File: config.mk
export PLATFORM = sky130hd
export DESIGN_NAME = ymux_sched_flat
export DESIGN_NICKNAME = d
export VERILOG_FILES = /design/src/rtl/ymux_sched_if.sv /design/src/rtl/ymux_sched.sv /design/src/flat_wrapper.sv
export SDC_FILE = /design/constraint.sdc
export NUM_CORES = 1
export LEC_CHECK = 0
export CORE_UTILIZATION = 42
export DETAILED_ROUTE_END_ITERATION = 8
export GPL_TIMING_DRIVEN = 1
export MAX_ROUTING_LAYER = met4
export PLACE_DENSITY = 0.78
export SLEW_MARGIN = 20
export SYNTH_ARGS = -nofsm -noshare
export SYNTH_HDL_FRONTEND = slang
export SYNTH_SLANG_ARGS = --single-unit
File: constraint.sdc
create_clock -name clk -period 3.2 [get_ports clk]
set_input_delay 0.8 -clock clk [delete_from_list [all_inputs] [get_ports clk]]
set_output_delay 0.8 -clock clk [all_outputs]
set_load 0.05 [all_outputs]
File: src/rtl/ymux_sched_if.sv
// Channel-side and output-side handshake bundle for the ymux_sched channel multiplexer.
// The master drives the channel and downstream inputs; the slave is the scheduler itself.
interface ymux_sched_if #(
   parameter int W  = 2,
   parameter int N  = 4,
   parameter int SW = $clog2(N)
);
   logic [N*W-1:0] in_data;
   logic [N-1:0]   in_valid;
   logic [N-1:0]   in_ready;
   logic           mode;
   logic [SW-1:0]  sel;
   logic [W-1:0]   out_data;
   logic [SW-1:0]  out_chan;
   logic           out_valid;
   logic           out_ready;

   modport master (
      output in_data, in_valid, mode, sel, out_ready,
      input  in_ready, out_data, out_chan, out_valid
   );

   modport slave (
      input  in_data, in_valid, mode, sel, out_ready,
      output in_ready, out_data, out_chan, out_valid
   );
endinterface

File: src/rtl/ymux_sched.sv
// N-to-1 channel scheduler with fixed-select or round-robin grant and a
// single registered output stage that supports full-throughput back-to-back transfers.
module ymux_sched #(
   parameter int W = 2,
   parameter int N = 4
) (
   input logic         clk,
   input logic         rst_n,
   ymux_sched_if.slave bus
);
   localparam int SW = $clog2(N);

   logic [SW-1:0] ptr_r;
   logic [SW-1:0] ptr_nxt_s;
   logic [W-1:0]  out_data_r;
   logic [SW-1:0] out_chan_r;
   logic          out_valid_r;
   logic          load_en_s;
   logic          grant_vld_s;
   logic [SW-1:0] grant_idx_s;
   logic [N-1:0]  in_ready_s;
   logic          xfer_s;

   // Grant selection: fixed index, or first valid channel at or after ptr with wrap-around.
   always_comb begin
      grant_vld_s = 1'b0;
      grant_idx_s = '0;
      if (bus.mode == 1'b0) begin
         for (int c = 0; c < N; c++) begin
            if (!grant_vld_s && (bus.sel == SW'(c)) && bus.in_valid[c]) begin
               grant_vld_s = 1'b1;
               grant_idx_s = SW'(c);
            end
         end
      end else begin
         // Upper segment (ptr..N-1) has priority over the wrapped segment (0..ptr-1).
         for (int c = 0; c < N; c++) begin
            if (!grant_vld_s && (SW'(c) >= ptr_r) && bus.in_valid[c]) begin
               grant_vld_s = 1'b1;
               grant_idx_s = SW'(c);
            end
         end
         for (int c = 0; c < N; c++) begin
            if (!grant_vld_s && (SW'(c) < ptr_r) && bus.in_valid[c]) begin
               grant_vld_s = 1'b1;
               grant_idx_s = SW'(c);
            end
         end
      end
   end

   // Load enable, one-hot ready, and the wrapped successor of the granted channel.
   always_comb begin
      load_en_s = !out_valid_r || bus.out_ready;
      xfer_s    = rst_n && load_en_s && grant_vld_s;
      in_ready_s = '0;
      for (int c = 0; c < N; c++) begin
         if (xfer_s && (grant_idx_s == SW'(c))) begin
            in_ready_s[c] = 1'b1;
         end else begin
            in_ready_s[c] = 1'b0;
         end
      end
      if (grant_idx_s == SW'(N - 1)) begin
         ptr_nxt_s = '0;
      end else begin
         ptr_nxt_s = grant_idx_s + SW'(1);
      end
   end

   // Output register and round-robin pointer.
   always_ff @(posedge clk or negedge rst_n) begin
      if (!rst_n) begin
         out_valid_r <= 1'b0;
         out_data_r  <= '0;
         out_chan_r  <= '0;
         ptr_r       <= '0;
      end else if (xfer_s) begin
         out_valid_r <= 1'b1;
         out_data_r  <= bus.in_data[grant_idx_s*W +: W];
         out_chan_r  <= grant_idx_s;
         if (bus.mode == 1'b1) begin
            ptr_r <= ptr_nxt_s;
         end else begin
            ptr_r <= ptr_r;
         end
      end else if (bus.out_ready) begin
         // Word consumed with nothing to replace it: data and channel keep their last values.
         out_valid_r <= 1'b0;
      end else begin
         out_valid_r <= out_valid_r;
      end
   end

   assign bus.in_ready  = in_ready_s;
   assign bus.out_data  = out_data_r;
   assign bus.out_chan  = out_chan_r;
   assign bus.out_valid = out_valid_r;
endmodule

File: src/flat_wrapper.sv
// flat-port wrapper written by rule: the top's interface ports become plain ports
module ymux_sched_flat 
#(
   parameter int W = 2,
   parameter int N = 4
)
  (clk, rst_n, bus_in_data, bus_in_valid, bus_mode, bus_sel, bus_out_ready, bus_in_ready, bus_out_data, bus_out_chan, bus_out_valid);
  ymux_sched_if #(.W(W), .N(N)) bus_i ();
  input logic clk;
  input logic rst_n;
  input wire logic [$bits(bus_i.in_data)-1:0] bus_in_data;
  input wire logic [$bits(bus_i.in_valid)-1:0] bus_in_valid;
  input wire logic [$bits(bus_i.mode)-1:0] bus_mode;
  input wire logic [$bits(bus_i.sel)-1:0] bus_sel;
  input wire logic [$bits(bus_i.out_ready)-1:0] bus_out_ready;
  output wire logic [$bits(bus_i.in_ready)-1:0] bus_in_ready;
  output wire logic [$bits(bus_i.out_data)-1:0] bus_out_data;
  output wire logic [$bits(bus_i.out_chan)-1:0] bus_out_chan;
  output wire logic [$bits(bus_i.out_valid)-1:0] bus_out_valid;
  assign bus_i.in_data = bus_in_data;
  assign bus_i.in_valid = bus_in_valid;
  assign bus_i.mode = bus_mode;
  assign bus_i.sel = bus_sel;
  assign bus_i.out_ready = bus_out_ready;
  assign bus_in_ready = bus_i.in_ready;
  assign bus_out_data = bus_i.out_data;
  assign bus_out_chan = bus_i.out_chan;
  assign bus_out_valid = bus_i.out_valid;
  ymux_sched #(.W(W), .N(N)) u_core (.clk(clk), .rst_n(rst_n), .bus(bus_i));
endmodule
### Word-level counts from Yosys, hierarchy flattened

Cells that the tools add are included.
Widths: inputs -> output; s select.

| storage, ports and cells | value |
|---|---|
| register bits | 7 |
| bits of input ports | 18 |
| output and inout port bits | 9 |
| word-level logic and storage cells | 105 |

| cells by class | value |
|---|---|
| reduce and logical (&&, ||, !) cells | 44 |
| equality and inequality tests | 6 |
| mux-type cells | 41 |
| magnitude comparators | 8 |
| shift operators | 1 |
| add/sub/neg operators | 1 |

Operators by type and width:

| operator | number |
|---|---|
| $mux 1 | 31 |
| $logic_and 1x1->1 | 28 |
| $mux 2 | 10 |
| $logic_not 1->1 | 11 |
| $eq 2x2->1 const B | 4 |
| $shiftx 8x4->2 | 1 |
| $eq 2x1->1 const B | 2 |
| $ge 1x2->1 const A | 2 |
| $ge 2x2->1 const A | 2 |
| $logic_not 2->1 | 2 |
| $lt 1x2->1 const A | 2 |
| $lt 2x2->1 const A | 2 |
| $add 2x1->2 const B | 1 |
| $reduce_and 2->1 | 1 |
| $reduce_bool 2->1 | 1 |
| $logic_or 1x1->1 | 1 |

### Logic depth before layout (Yosys ltp)

| depth | value |
|---|---|
| depth after elaboration | 42 |
| gate-level depth with buffers | 8 |

### Worst setup path before layout

Ideal clock, no wire load.

| timing path | value |
|---|---|
| path type | in2out |
| start point | in bus_in_valid[0] |
| end point | out bus_in_ready[1] |
| slack | 59 ps |
| data required time | 2400 ps |
| path buffers | 0 |
| stages on the path | 6 |
| arrival | 2341 ps |
| cell sequence | nor2b_1 or4b_1 and2_4 a31oi_4 ha_1 and2_1 |

| between the ends | value |
|---|---|
| longest elaborated chain between the ends | 41 |
| elaborated cells between the ends (all ways) | 70 |
| classes of those cells | eq/ne (1); mux (35); reduce/logical (34) |

RTL lines:

| element | line | text |
|---|---|---|
| from (decl) | flat_wrapper.sv:12 | `input wire logic [$bits(bus_i.in_valid)-1:0] bus_in_valid;` |
| $logic_and 1x1->1 | ymux_sched.sv:38 | `if (!grant_vld_s && (SW'(c) >= ptr_r) && bus.in_valid[c]) begin` |
| $mux 1 | ymux_sched.sv:38 |  |
| $mux 1 | ymux_sched.sv:28 | `if (bus.mode == 1'b0) begin` |
| $logic_not 1->1 | ymux_sched.sv:38 |  |
| $logic_and 1x1->1 (2 in series) | ymux_sched.sv:38 |  |
| $mux 1 | ymux_sched.sv:38 |  |
| $mux 1 | ymux_sched.sv:28 |  |
| $logic_not 1->1 | ymux_sched.sv:38 |  |
| [24 not listed] | -- |  |
| $logic_not 1->1 | ymux_sched.sv:44 | `if (!grant_vld_s && (SW'(c) < ptr_r) && bus.in_valid[c]) begin` |
| $logic_and 1x1->1 (2 in series) | ymux_sched.sv:44 |  |
| $mux 2 | ymux_sched.sv:44 |  |
| $mux 2 * | ymux_sched.sv:28 |  |
| named net u_core.grant_idx_s[0] | ymux_sched.sv:20 | `logic [SW-1:0] grant_idx_s;` |
| $eq 2x1->1 * | ymux_sched.sv:58 | `if (xfer_s && (grant_idx_s == SW'(c))) begin` |
| $logic_and 1x1->1 * | ymux_sched.sv:58 |  |
| $mux 1 * | ymux_sched.sv:58 |  |
| to (decl) | flat_wrapper.sv:16 | `output wire logic [$bits(bus_i.in_ready)-1:0] bus_in_ready;` |

Mark *: on every way through the listed nets, which the timed path passes. The rest lies on a longest branch. The select of a mux whose other input is x is not followed.

### Worst setup path in the final report

| timing path | value |
|---|---|
| start point | in bus_in_valid[0] |
| end point | out bus_in_ready[0] |

| between the ends | value |
|---|---|
| longest elaborated chain between the ends | 41 |
| elaborated cells between the ends (all ways) | 70 |
| classes of those cells | mux (35); reduce/logical (35) |

RTL lines:

| element | line |
|---|---|
| $logic_and 1x1->1 | ymux_sched.sv:38 |
| $mux 1 | ymux_sched.sv:38 |
| $mux 1 | ymux_sched.sv:28 |
| $logic_not 1->1 | ymux_sched.sv:38 |
| $logic_and 1x1->1 (2 in series) | ymux_sched.sv:38 |
| $mux 1 | ymux_sched.sv:38 |
| $mux 1 | ymux_sched.sv:28 |
| $logic_not 1->1 | ymux_sched.sv:38 |
| [24 not listed] | -- |
| $logic_not 1->1 | ymux_sched.sv:44 |
| $logic_and 1x1->1 (2 in series) | ymux_sched.sv:44 |
| $mux 2 | ymux_sched.sv:44 |
| $mux 2 * | ymux_sched.sv:28 |
| named net u_core.grant_idx_s[0] | ymux_sched.sv:20 |
| $logic_not 2->1 * | ymux_sched.sv:58 |
| $logic_and 1x1->1 * | ymux_sched.sv:58 |
| $mux 1 * | ymux_sched.sv:58 |

Marks and branches as above.

==> results_dict.tcl <==
set metrics [dict create \
    cts_sinks 7 \
    seqPwrFrac_pct 22.9 \
    die_x_um 42.00 \
    cts_buffers 3 \
    crit_chain "buf_6 -> buf_4 -> or4_4 -> a31oi_4 -> inv_4 -> ha_4 -> and2_4 -> buf_8" \
    critPathCaptureType "primary output" \
    fill_cells 74 \
    ys_types 31 \
    drt_iter0_drc 14 \
    r2r-start "u_core.ptr_r[0]" \
    ys.flop_type "dfrtp_1" \
    wire_per_inst_um 17.73 \
    place.port_buffers 26 \
    drt-total-wl_um 2553 \
    ys_seq_elements 7 \
    drv_cap 0 \
    whs_ps 521.1 \
    slowest_stage "or4_4" \
    synth_area_per_cell_um2 9.204 \
    max_freq_ghz 0.3055 \
    switching_power_mw 0.2928 \
    drive_gt1_share_pct 49.22 \
    via_per_inst 5.493 \
    synth_fp_nets 95 \
    cts_hold_buf 0 \
    worst_slack_ps -73.09 \
    power.leakage_nw 0.5951 \
    grt_usage_pct 30.53 \
    dpl.hpwl_um 1468 \
    vias 791 \
    grt_max_degree 9 \
    grt_pass1_vias 806 \
    die_h_um 42.00 \
    final_area_um2 1280 \
    worst_pin_slew_ps 538.5 \
    place_inst 132 \
    io_pins 27 \
    synth-seq-area-share_pct 26.07 \
    violations "negative setup slack" \
    skew_ps 8.840 \
    synthesis.area_um2 671.9 \
    rsz0062_at_grt "true" \
    crit_family "simple AND/OR/NAND/NOR gates" \
    grt-ovfl-total 0 \
    min_path_cells 1 \
    startpoint_type "input port" \
    fp.coreArea_um2 1506 \
    grt_pass1_wl_um 3905 \
    p_comb_share_pct 64.7 \
    worstSkewPairLatency_ps 260 \
    detailed_place.area_um2 1102 \
    fin_crit_sh_pct 102.3 \
    cts_root_buf "clkbuf_4" \
    initial_core_util_pct 44.60 \
    final_core_util_pct 84.97 \
    slew_viol_final 0 \
    path_buf_inv 4 \
    postRouteAntennaNets 0 \
    crit_required_ps 2400 \
    worstHoldPathType "reg -> reg" \
    min_to "u_core.bus.out_chan[1]" \
    final_cell_mix "buf_4, clkdlybuf4s50_1, dfrtp_1, nand2_1, and2_4" \
    htreeDepth 1 \
    cts_tree "built" \
    arrival_ps 2470 \
    path_clk_slew_ps 60 \
    p_per_area_nw_per_um2 530.5 \
    internal_power_mw 0.3863 \
    critical_path.max_stage_delay_ps 550 \
    cp_max_fo 5 \
    setup_viol 4 \
    clkPwrFrac_pct 12.3 \
    synth-edff-count 0 \
    gp_congestion 0.8281 \
    hold_viol_final 0 \
    r2r_slack_ps 740 \
    yosysWarnings 0 \
    rr_worst_depth 11 \
    syn_to_final_growth_pct 90.50 \
    diodes 0 \
    clockBufferDepth 2 \
    drc 0 \
    fin_nets 151 \
    fin_cells 144 \
    reg2reg_to "u_core.ptr_r[0]" \
    post-place-ws_ps -440.7 \
    first_pass_iters 4 \
    antenna_found_initial 0 \
    critPathKind "in -> out" \
    swShare_pct 43.11 \
    synth-async-reset-ratio_pct 100.0 \
    slew_headroom_pct 63.99 \
    ir_drop_mv 0.4524 \
    layout_commonest_cell "buf_4" \
    min_from "u_core.bus.out_chan[1]" \
    syn_inst 73 \
    status "finished, violations left" \
    finalCriticalPeriod_ps 3273 \
    rows 14 \
    die-area_um2 1764 \
]
==> final cells by class <==
class / instances / area (um^2) / share of cell area, %
multi-input combinational: 59 / 548.0 / 42.82
timing repair buffer: 53 / 489.2 / 38.22
sequential: 7 / 175.2 / 13.69
clock buffer: 4 / 26.28 / 2.053
inverter: 5 / 21.27 / 1.662
tap: 16 / 20.02 / 1.564
==> sequential cells by signal, indices dropped and copies added, names as in the netlist <==
| signal | count |
|---|---|
| u_core.bus.out_valid | 1 |
| u_core.bus.out_chan | 2 |
| u_core.bus.out_data | 2 |
| u_core.ptr_r | 2 |
==> synth_stat cells, types with 2 or more instances <==
cell | n | area, um^2
and2_1 | 4 | 25.02
nand2_1 | 6 | 22.52
nor2_1 | 3 | 11.26
or4bb_1 | 2 | 22.52
clkbuf_1 | 2 | 7.510
inv_1 | 4 | 15.01
mux2_2 | 5 | 56.30
a211o_1 | 2 | 17.52
ha_1 | 4 | 50.05
mux2i_1 | 4 | 40.04
nor2b_1 | 4 | 25.02
a31o_1 | 2 | 17.52
and2_0 | 2 | 12.51
nand4_1 | 3 | 18.77
dfrtp_1 | 7 | 175.2
nand2b_1 | 2 | 12.51
o22ai_1 | 3 | 18.77
==> kinds of logic after synthesis <==
kind of cell             count (synthesis)  synth area share (%)
AO/OA/AOI/OAI                           14                 18.25
buffers and inverters                    7                 3.910
AND/OR/NAND/NOR                         32                 29.98
multiplexers                             9                 14.34
flip-flops                               7                 26.07
adder cells (fa/ha/maj)                  4                 7.449
==> through the flow <==
| stage | TNS, ps | power [mW] |
|---|---|---|
| floorplan | 0 | 0.3576 |
| global placement | -1302 | 0.4976 |
| detailed placement | -1588 | 0.5080 |
| CTS | -152.7 | 0.6366 |
| global route | -311.0 | 0.7156 |
| finish | -208.5 | 0.6791 |
==> worst max path at each step <==
stage | slack [ps] | endpoint | start | depth (start not counted)
detailed placement | -440 | bus_in_ready[0] | bus_in_valid[0] | 9
CTS | -60 | bus_in_ready[0] | bus_in_valid[0] | 9
global placement | -360 | bus_in_ready[2] | bus_in_valid[0] | 9
finish | -70 | bus_in_ready[0] | bus_in_valid[0] | 8
global route | -100 | bus_in_ready[2] | bus_in_valid[0] | 10
floorplan | 60 | bus_in_ready[1] | bus_in_valid[0] | 6
==> power by group through the flow <==
stage	Combinational, mW	Sequential (mW)	Clock [mW]
6_report	0.440	0.156	0.0838
5_1_grt	0.464	0.158	0.0939
4_1_cts	0.400	0.151	0.0848
3_5_place_dp	0.360	0.148	0
3_3_place_gp	0.351	0.146	0
2_1_floorplan	0.145	0.212	0
==> metal layers <==
| metal | vias to the layer above | global-route usage, % | share of wire (%) |
|---|---|---|---|
| li1 | 378 | - | - |
| met1 | 381 | 36.54 | 42 |
| met2 | 22 | 51.25 | 52 |
| met3 | 10 | 3.448 | 2.4 |
| met4 | 0 | 14.19 | 3.7 |
| met5 | - | - | 0 |
==> what timing repair did <==
action                     in CTS  in global routing
pin swaps                       8                  8
cloned                          0                  0
setup endpoints to repair       4                  4
setup buffers                   6                  2
gates resized for setup        32                 12
Note: power is estimated with default switching activity, not from simulation.
